### src/rtl/mem_sweep_ctrl.sv
// Triangular-fill sequencer for the row/bit register file: writes one bit per clock, then reads
// back every touched row and flags any written bit that does not hold the fill value.
module mem_sweep_ctrl #(
    parameter int unsigned ROWS  = 7,
    parameter int unsigned COLS  = 8,
    parameter int unsigned ROW_W = 3,
    parameter int unsigned COL_W = 3,
    parameter int unsigned CNT_W = 6
) (
    input  logic             clk,
    input  logic             rst_n,
    input  logic             start,
    input  logic             abort,
    input  logic [ROW_W-1:0] row_first,
    input  logic [ROW_W-1:0] row_last,
    input  logic [COL_W:0]   col_base,
    input  logic             fill_val,
    output logic             wr_en,
    output logic [ROW_W-1:0] wr_row,
    output logic [COL_W-1:0] wr_bit,
    output logic             wr_data,
    output logic             rd_en,
    output logic [ROW_W-1:0] rd_row,
    input  logic [COLS-1:0]  rd_data,
    output logic             busy,
    output logic             done,
    output logic             err,
    output logic             mismatch,
    output logic [CNT_W-1:0] wr_count
);

    typedef enum logic [2:0] {StIdle, StWrite, StVerify, StDrain, StDone} state_e;

    function automatic logic [COL_W:0] row_lim(input logic [ROW_W-1:0] row,
                                               input logic [COL_W:0]   base);
        int unsigned sum;
        sum = 32'(row) + 32'(base);
        if (sum > COLS) sum = COLS;
        return (COL_W+1)'(sum);
    endfunction

    function automatic logic [COLS-1:0] lim_mask(input logic [COL_W:0] lim);
        return ~({COLS{1'b1}} << lim);
    endfunction

    state_e           state_q, state_d;
    logic [ROW_W-1:0] first_q, last_q;
    logic [COL_W:0]   base_q;
    logic             fill_q;

    logic             wr_en_q, wr_en_d;
    logic [ROW_W-1:0] wr_row_q, wr_row_d;
    logic [COL_W-1:0] wr_bit_q, wr_bit_d;
    logic             wr_data_q, wr_data_d;
    logic             rd_en_q, rd_en_d;
    logic [ROW_W-1:0] rd_row_q, rd_row_d;
    logic [COLS-1:0]  rd_mask_q, rd_mask_d;
    logic             busy_q, busy_d;
    logic             done_q, done_d;
    logic             err_q, err_d;
    logic             mismatch_q;
    logic [CNT_W-1:0] wr_count_q;
    logic             cmp_vld_q;
    logic [COLS-1:0]  cmp_mask_q;

    logic             legal, accept, kill;
    logic [COL_W:0]   base_in;
    logic [ROW_W-1:0] cmd_row0, rd_row0, rd_next;
    logic [COL_W:0]   next_bit;

    always_comb begin
        base_in  = (32'(col_base) > COLS) ? (COL_W+1)'(COLS) : col_base;
        legal    = (row_first <= row_last) && (32'(row_last) < ROWS);
        accept   = (state_q == StIdle) && start && legal;
        kill     = abort && (state_q != StIdle);
        // Only row 0 with a zero offset has an empty limit, so one skip step is enough.
        cmd_row0 = (row_lim(row_first, base_in) == '0) ? row_first + 1'b1 : row_first;
        rd_row0  = (row_lim(first_q, base_q) == '0) ? first_q + 1'b1 : first_q;
        rd_next  = rd_row_q + 1'b1;
        next_bit = {1'b0, wr_bit_q} + 1'b1;
    end

    always_comb begin
        state_d   = state_q;
        wr_en_d   = 1'b0;
        wr_row_d  = wr_row_q;
        wr_bit_d  = wr_bit_q;
        rd_en_d   = 1'b0;
        rd_row_d  = rd_row_q;
        rd_mask_d = rd_mask_q;
        err_d     = 1'b0;

        case (state_q)
            StIdle: begin
                if (start) begin
                    if (!legal) begin
                        err_d = 1'b1;
                    end else if (cmd_row0 > row_last) begin
                        state_d = StDrain;
                    end else begin
                        state_d  = StWrite;
                        wr_en_d  = 1'b1;
                        wr_row_d = cmd_row0;
                        wr_bit_d = '0;
                    end
                end
            end
            StWrite: begin
                if (kill) begin
                    state_d = StIdle;
                end else if (next_bit < row_lim(wr_row_q, base_q)) begin
                    wr_en_d  = 1'b1;
                    wr_bit_d = next_bit[COL_W-1:0];
                end else if (wr_row_q != last_q) begin
                    wr_en_d  = 1'b1;
                    wr_row_d = wr_row_q + 1'b1;
                    wr_bit_d = '0;
                end else begin
                    state_d   = StVerify;
                    rd_en_d   = 1'b1;
                    rd_row_d  = rd_row0;
                    rd_mask_d = lim_mask(row_lim(rd_row0, base_q));
                end
            end
            StVerify: begin
                if (kill) begin
                    state_d = StIdle;
                end else if (rd_row_q != last_q) begin
                    rd_en_d   = 1'b1;
                    rd_row_d  = rd_next;
                    rd_mask_d = lim_mask(row_lim(rd_next, base_q));
                end else begin
                    state_d = StDrain;
                end
            end
            StDrain: state_d = kill ? StIdle : StDone;
            StDone:  state_d = StIdle;
            default: state_d = StIdle;
        endcase

        wr_data_d = wr_en_d & ((state_q == StIdle) ? fill_val : fill_q);
        busy_d    = (state_d == StWrite) || (state_d == StVerify) || (state_d == StDrain);
        done_d    = (state_d == StDone);
    end

    always_ff @(posedge clk) begin
        if (!rst_n) begin
            state_q <= StIdle;
        end else begin
            state_q <= state_d;
        end
    end

    always_ff @(posedge clk) begin
        if (!rst_n) begin
            first_q    <= '0;
            last_q     <= '0;
            base_q     <= '0;
            fill_q     <= 1'b0;
            wr_en_q    <= 1'b0;
            wr_row_q   <= '0;
            wr_bit_q   <= '0;
            wr_data_q  <= 1'b0;
            rd_en_q    <= 1'b0;
            rd_row_q   <= '0;
            rd_mask_q  <= '0;
            busy_q     <= 1'b0;
            done_q     <= 1'b0;
            err_q      <= 1'b0;
            mismatch_q <= 1'b0;
            wr_count_q <= '0;
            cmp_vld_q  <= 1'b0;
            cmp_mask_q <= '0;
        end else begin
            if (accept) begin
                first_q <= row_first;
                last_q  <= row_last;
                base_q  <= base_in;
                fill_q  <= fill_val;
            end
            wr_en_q    <= wr_en_d;
            wr_row_q   <= wr_row_d;
            wr_bit_q   <= wr_bit_d;
            wr_data_q  <= wr_data_d;
            rd_en_q    <= rd_en_d;
            rd_row_q   <= rd_row_d;
            rd_mask_q  <= rd_mask_d;
            busy_q     <= busy_d;
            done_q     <= done_d;
            err_q      <= err_d;
            // rd_data answers the read issued one cycle earlier; an abort drops it.
            cmp_vld_q  <= rd_en_q && !kill;
            cmp_mask_q <= rd_mask_q;
            if (accept) begin
                wr_count_q <= '0;
                mismatch_q <= 1'b0;
            end else if (!kill) begin
                if (wr_en_q) wr_count_q <= wr_count_q + 1'b1;
                if (cmp_vld_q && |((rd_data ^ {COLS{fill_q}}) & cmp_mask_q)) begin
                    mismatch_q <= 1'b1;
                end
            end
        end
    end

    assign wr_en    = wr_en_q;
    assign wr_row   = wr_row_q;
    assign wr_bit   = wr_bit_q;
    assign wr_data  = wr_data_q;
    assign rd_en    = rd_en_q;
    assign rd_row   = rd_row_q;
    assign busy     = busy_q;
    assign done     = done_q;
    assign err      = err_q;
    assign mismatch = mismatch_q;
    assign wr_count = wr_count_q;

    a_no_rw_overlap: assert property (@(posedge clk) disable iff (!rst_n) !(wr_en && rd_en));

endmodule

### config.mk
export PLATFORM = sky130hd
export DESIGN_NAME = mem_sweep_ctrl
export DESIGN_NICKNAME = d
export VERILOG_FILES = /design/src/rtl/mem_sweep_ctrl.sv
export SDC_FILE = /design/constraint.sdc
export NUM_CORES = 1
export LEC_CHECK = 0
export CAP_MARGIN = 20
export CELL_PAD_IN_SITES_DETAIL_PLACEMENT = 1
export CELL_PAD_IN_SITES_GLOBAL_PLACEMENT = 1
export CORE_MARGIN = 3
export CORE_UTILIZATION = 39
export CTS_BUF_LIST = sky130_fd_sc_hd__clkbuf_2
export CTS_CLUSTER_SIZE = 40
export DETAILED_ROUTE_END_ITERATION = 7
export PLACE_DENSITY_LB_ADDON = 0.3
export SYNTH_ARGS = -nofsm -noshare
export SYNTH_HDL_FRONTEND = slang
export SYNTH_SLANG_ARGS = --single-unit
### constraint.sdc
create_clock -name clk -period 3.8 [get_ports clk]
set_input_delay 0.76 -clock clk [delete_from_list [all_inputs] [get_ports clk]]
set_output_delay 0.76 -clock clk [all_outputs]
set_load 0.01 [all_outputs]
Word level (Yosys, flattened, before mapping) --
Cells that the tools add are included.
Storage, ports and cells: register bits after elaboration 53, bits of input ports 23, output and inout bits 22, word-level logic and storage cells 159
Operators by class: add/subtract/negate cells 11, $lt $le $gt $ge 10, eq/ne operators 19, shift operators 2, multiplexer cells 68, bitwise operators 7, reductions and logical operators 23
Operators by type and width (number):
- 2-to-1 mux 3 bit | 27
- 2-to-1 mux 4 bit | 15
- 2-to-1 mux 8 bit | 5
- adder 3 x 4 -> 5 bit | 5
- greater-than comparator 5 x 4 -> 1 bit (second input constant) | 5
- != test 2 bit (second input constant) | 9
- case mux 3 bit (2 select lines) | 3
- inverter 8 bit | 2
- case mux 8 bit (2 select lines) | 1
- left shift 8 x 4 -> 8 bit (first input constant) | 2
- 2-to-1 mux 1 bit | 13
- adder 3 x 1 -> 3 bit (second input constant) | 4
- == test 3 x 2 -> 1 bit (second input constant) | 4
- case mux 3 bit (4 select lines) | 1
- AND reduction 6 bit | 2
- bitwise AND 8 bit | 1
- logical NOT 4 bit | 2
- OR reduction 8 bit | 1
- bitwise XOR 8 bit | 1
- AND reduction 7 bit | 1
- adder 6 x 1 -> 6 bit (second input constant) | 1
- == test 3 x 1 -> 1 bit (second input constant) | 2
- logical AND 1 bit | 6
- != test 3 bit | 2
- other kinds (20) | 25

Depth between registers and ports, before layout --
word-level depth 18, gate-level depth with buffers 17, gate-level depth less buffers 17

Worst setup path before layout --
OpenSTA, ideal clock, no wires.
path kind input -> register, start in col_base[0], end reg wr_row_q[0] (netlist: wr_row[0]), library setup time 0.116 ns, data arrival time 3.807 ns, data required time 3.684 ns, path slack -0.123 ns, stages on the path 15, cell sequence nor2b_1 > ha_1 > inv_1 > fa_1 > a211oi_1 > mux2i_1 > nor4_2 > mux2_2 > ha_1 > nor2b_1 > o21ai_0 > a32oi_1 > o31ai_1 > o2111ai_1 > o211a_1
On the way: cells in the longest elaborated chain, start to end 11, elaborated cells on any way between the ends 14
Ends and longest elaborated chain:
- start, declared | RTL line 16 | input logic [COL_W:0] col_base,
- greater-than comparator 4 bit | RTL line 72 | base_in = (32'(col_base) > COLS) ? (COL_W+1)'(COLS) : col_base;
- 2-to-1 mux 4 bit * | RTL line 72
- adder 3 x 4 -> 5 bit * | RTL line 37 | sum = 32'(row) + 32'(base);
- greater-than comparator 5 x 4 -> 1 bit | RTL line 38 | if (sum > COLS) sum = COLS;
- 2-to-1 mux 4 bit * | RTL line 38
- logical NOT 4 bit * | RTL line 77 | cmd_row0 = (row_lim(row_first, base_in) == '0) ? row_first + 1'b1 : row_first;
- 2-to-1 mux 3 bit * | RTL line 77
- branches (longest 4 deep; another with greater-than comparator 3 bit)
- end signal, assigned | RTL line 182 | wr_row_q <= wr_row_d;
- end, declared | RTL line 52 | logic [ROW_W-1:0] wr_row_q, wr_row_d;
Every way passes the cells marked *. The select of a mux whose other input is x is not followed. A chain may end at the register's enable or synchronous reset.

Final worst setup path --
start reg base_q[0], end reg rd_mask_q[2]
On the way: cells in the longest elaborated chain, start to end 18, elaborated cells on any way between the ends 36
Ends and longest elaborated chain:
- start, declared | RTL line 48 | logic [COL_W:0] base_q;
- start signal, assigned | RTL line 178 | base_q <= base_in;
- adder 3 x 4 -> 5 bit | RTL line 37
- greater-than comparator 5 x 4 -> 1 bit | RTL line 38
- 2-to-1 mux 4 bit | RTL line 38
- logical NOT 4 bit | RTL line 78 | rd_row0 = (row_lim(first_q, base_q) == '0) ? first_q + 1'b1 : first_q;
- 2-to-1 mux 3 bit | RTL line 78
- adder 3 x 4 -> 5 bit | RTL line 37
- greater-than comparator 5 x 4 -> 1 bit | RTL line 38
- 2-to-1 mux 4 bit | RTL line 38
- [... 2 more ...]
- 2-to-1 mux 4 bit | RTL line 109 | if (kill) begin
- 2-to-1 mux 4 bit | RTL line 93 | case (state_q)
- left shift 8 x 4 -> 8 bit | RTL line 43 | return ~({COLS{1'b1}} << lim);
- inverter 8 bit | RTL line 43
- 2-to-1 mux 8 bit | RTL line 114 | end else if (wr_row_q != last_q) begin
- 2-to-1 mux 8 bit | RTL line 111 | end else if (next_bit < row_lim(wr_row_q, base_q)) begin
- 2-to-1 mux 8 bit | RTL line 109
- case mux 8 bit (2 select lines) | RTL line 93
- end signal, assigned | RTL line 187 | rd_mask_q <= rd_mask_d;
- end, declared | RTL line 57 | logic [COLS-1:0] rd_mask_q, rd_mask_d;
Several ways; a longest one is shown, not always the timed one. The select of a mux whose other input is x is not followed.

==> flow_metrics.env <==
export IMPL_final_cell_mix="dfxtp_1 (50), nand2_1 (46), clkdlybuf4s50_1 (43)"
export IMPL_timing_final_crit_share_pct=101.9
export IMPL_vias=3421
export IMPL_max_cap_violations=0
export IMPL_fin_crit_ns=3.871
export IMPL_whs_path_depth=2
export IMPL_ant_nets=0
export IMPL_finalSetupTns_ns=-0.1095
export IMPL_peakVddDrop_uv=134.6
export IMPL_grt_pass1_vias=3501
export IMPL_hpwlAfterDp_mm=7.973
export IMPL_power_density_nw_per_um2=324.1
export IMPL_clk_pin_slew_worst_paths_ns=0.29
export IMPL_synth_mux_area_share_pct=2.353
export IMPL_cts_path_max_buffers=2
export IMPL_grt_setup_unrepaired="true"
export IMPL_gp_congestion=0.8411
export IMPL_fillers=1028
export IMPL_die_area_um2=10170
export IMPL_synthFlopType="dfxtp_1"
export IMPL_top_level_ports=45
export IMPL_area_growth_pct=28.16
export IMPL_syn_area_um2=3510
export IMPL_p_leak_nw=1.856
export IMPL_worstPathArrival_ns=4.26
export IMPL_die_h_um=100.9
export IMPL_max_freq_mhz=258.3
export IMPL_drtIter0Drc=122
export IMPL_post_place_ws_ns=-0.6023
export IMPL_syn_avg_cell_area_um2=8.317
export IMPL_wire_per_inst_um=18.15
export IMPL_r2r_cells=16
export IMPL_yosys_area_share_adder_pct=13.55
export IMPL_end_kind="flip-flop"
export IMPL_start_kind="flip-flop"
export IMPL_drc=0
export IMPL_core_um2=8464
export IMPL_async_reset_ff_share_pct=0
export IMPL_ys_warn_count=0
export IMPL_num_rows=33
export IMPL_start_util_pct=41.46
export IMPL_path_max_fanout=3
export IMPL_drv_slew=0
export IMPL_routed_wl_met3_um=493
export IMPL_min_path_type="reg2reg"
export IMPL_m1WireLength_mm=4.584
export IMPL_die_w_um=100.9
export IMPL_num_antenna_cells=0
export IMPL_place_inst=582
export IMPL_reg2reg_slack_ns=-0.07
export IMPL_synth_compound_area_share_pct=20.86
export IMPL_synth_cells=422
export IMPL_synth_net_count=480
export IMPL_vias_per_cell=5.683
export IMPL_antenna_found_initial=0
export IMPL_synth_edff_count=0
export IMPL_layout_commonest_cell="dfxtp_1"
export IMPL_grt_ovfl_total=0
export IMPL_track_usage_pct=20.62
export IMPL_max_slew_worst_pin_slew_ns=0.8243
export IMPL_finalSetupViolCount=2
export IMPL_fin_ws_ns=-0.07081
export IMPL_r2r_start="base_q[0]"
export IMPL_cts_tree="yes"
export IMPL_grt_max_degree=23
export IMPL_ys_ff_latch=53
export IMPL_whs_endpoint="rd_mask_q[7]"
export IMPL_hp_start="rd_mask_q[7]"
export IMPL_violations="setup timing"
export IMPL_grt_first_pass_wirelength_mm=16.78
export IMPL_holdBufCountCts=0
export IMPL_synth_xor_area_share_pct=5.241
export IMPL_finalInstanceArea_um2=4498
export IMPL_yosys_area_share_simple_pct=22.50
export IMPL_finalWirelength_mm=10.93
export IMPL_drive_gt1_share_pct=16.70
export IMPL_ys_types=68
export IMPL_fin_util_pct=53.14
export IMPL_insertion_delay_ns=0.45
export IMPL_fin_cells=602
export IMPL_crit_type="reg2reg"
export IMPL_hold_viol=0
export IMPL_root_buffer="clkbuf_2"
export IMPL_htree_levels=2
export IMPL_place_area_um2=4213
export IMPL_fin_skew_ns=0.04883
export IMPL_relSlewSlack_pct=44.98
export IMPL_r2r_end="rd_mask_q[2]"
export IMPL_io_buffers=44
export IMPL_drt_first_pass_iters=4
export IMPL_cts_made_buffers=5
export IMPL_synth_top_family_by_area="simple AND/OR/NAND/NOR gates"
export IMPL_status="complete, but fails checks"
export IMPL_nNetsFinal=554
export IMPL_dr_wl_met2_mm=5.646
export IMPL_top_layer="met4"
export IMPL_critPathRequiredTime_ns=4.19
export IMPL_cts_sinks=53
export IMPL_synth_seq_area_share_pct=30.23
[sequential cells by signal, indices dropped and copies added (netlist names)]
signal and flops:
cmp_mask_q 8, wr_count 6, busy 1, wr_row 3, rd_mask_q 8, last_q 3
base_q 4, state_q 3, err 1, done 1, cmp_vld_q 1, rd_row 3
wr_data 1, wr_bit 3, fill_q 1, first_q 3, rd_en 1, mismatch 1
wr_en 1
[cells in the mapped netlist, types with 3 or more instances]
cell / n / share of area, %
clkbuf_1: 12 / 1.3
nor2_1: 29 / 3.1
fa_1: 5 / 2.9
dfxtp_1: 53 / 30
o21ai_1: 4 / 0.57
nor4b_1: 3 / 0.75
nor3b_1: 3 / 0.64
nand4_1: 4 / 0.71
nand2b_1: 5 / 0.89
o211ai_1: 6 / 1.3
o22ai_1: 3 / 0.53
nand2_1: 46 / 4.9
inv_1: 32 / 3.4
o21a_1: 5 / 1.1
nand3_1: 17 / 2.4
nor2b_1: 6 / 1.1
ha_1: 30 / 11
mux2i_1: 6 / 1.7
o2111ai_1: 3 / 0.75
nor3_1: 8 / 1.1
and2_1: 12 / 2.1
o21ai_0: 14 / 2.0
xnor2_1: 9 / 2.2
a211oi_1: 3 / 0.64
a31oi_1: 6 / 1.1
xor2_1: 12 / 3.0
a21oi_1: 23 / 3.3
o31ai_1: 5 / 1.1
a21o_1: 3 / 0.64
a211o_1: 3 / 0.75
nand4b_1: 4 / 1.0
[critical path, cell delays in order (launching register included)]
cell and delay (ns):
dfxtp_2 0.43, ha_4 0.14, inv_2 0.04, fa_2 0.37, nor2_1 0.20, a31oi_4 0.13, nor3_4 0.16, buf_4 0.14
mux2_2 0.36, inv_1 0.10, fa_2 0.46, nor2b_2 0.18, a32oi_2 0.25, o211ai_1 0.16, a311oi_1 0.42, o2bb2ai_1 0.12
and2_1 0.16
[what timing repair did]
action,in CTS,in global routing
gates resized for setup,7,25
setup buffers,2,10
setup endpoints to repair,7,13
pin swaps,7,14
[report_power, final]
part / leakage [nW] / internal (mW) / switching [mW]
Combinational: 1.39 / 0.274 / 0.314
Clock: 0.0334 / 0.0504 / 0.193
Sequential: 0.431 / 0.589 / 0.0385
[logic make-up after synthesis]
| group | count (synthesis) |
|---|---|
| adder cells (fa/ha/maj) | 35 |
| AO/OA/AOI/OAI | 104 |
| AND/OR/NAND/NOR | 154 |
| flip-flops | 53 |
| multiplexers | 8 |
| XOR/XNOR | 21 |
| buffers and inverters | 47 |
[worst max path at each step]
| stage | start | endpoint | slack, ns | cells past startpoint |
|---|---|---|---|---|
| after detailed placement | col_base[3] | wr_row[0] | -0.60 | 16 |
| after CTS | base_q[0] | rd_mask_q[4] | -0.004 | 17 |
| after global placement | col_base[0] | wr_row[0] | -0.43 | 16 |
| after global routing | base_q[0] | rd_mask_q[4] | -0.26 | 17 |
| final | base_q[0] | rd_mask_q[2] | -0.07 | 16 |
| after floorplan | col_base[0] | wr_row[0] | 0.009 | 15 |
[layout make-up]
cell class / count / area [um2] / area share (%)
well taps: 105 / 131.4 / 2.921
inverters: 33 / 123.9 / 2.754
repair buffers: 81 / 716.9 / 15.94
clock inverters: 2 / 13.76 / 0.3060
multi-input cells: 322 / 2417 / 53.74
clock buffers: 6 / 30.03 / 0.6676
flip-flops and latches: 53 / 1065 / 23.67
[layer usage]
layer	vias up	global-route usage [%]
li1	1659	-
met1	1660	24.65
met2	86	38.89
met3	16	2.491
met4	0	4.663
met5	-	0
[metrics by stage]
step / hold WS [ns] / power (mW)
global placement: 0.4366 / 1.111
floorplan: 0.4273 / 0.9396
detailed placement: 0.4462 / 1.133
global route: 0.5041 / 1.557
finish: 0.4742 / 1.458
CTS: 0.4799 / 1.385
Power figures use the tool's default switching activity.
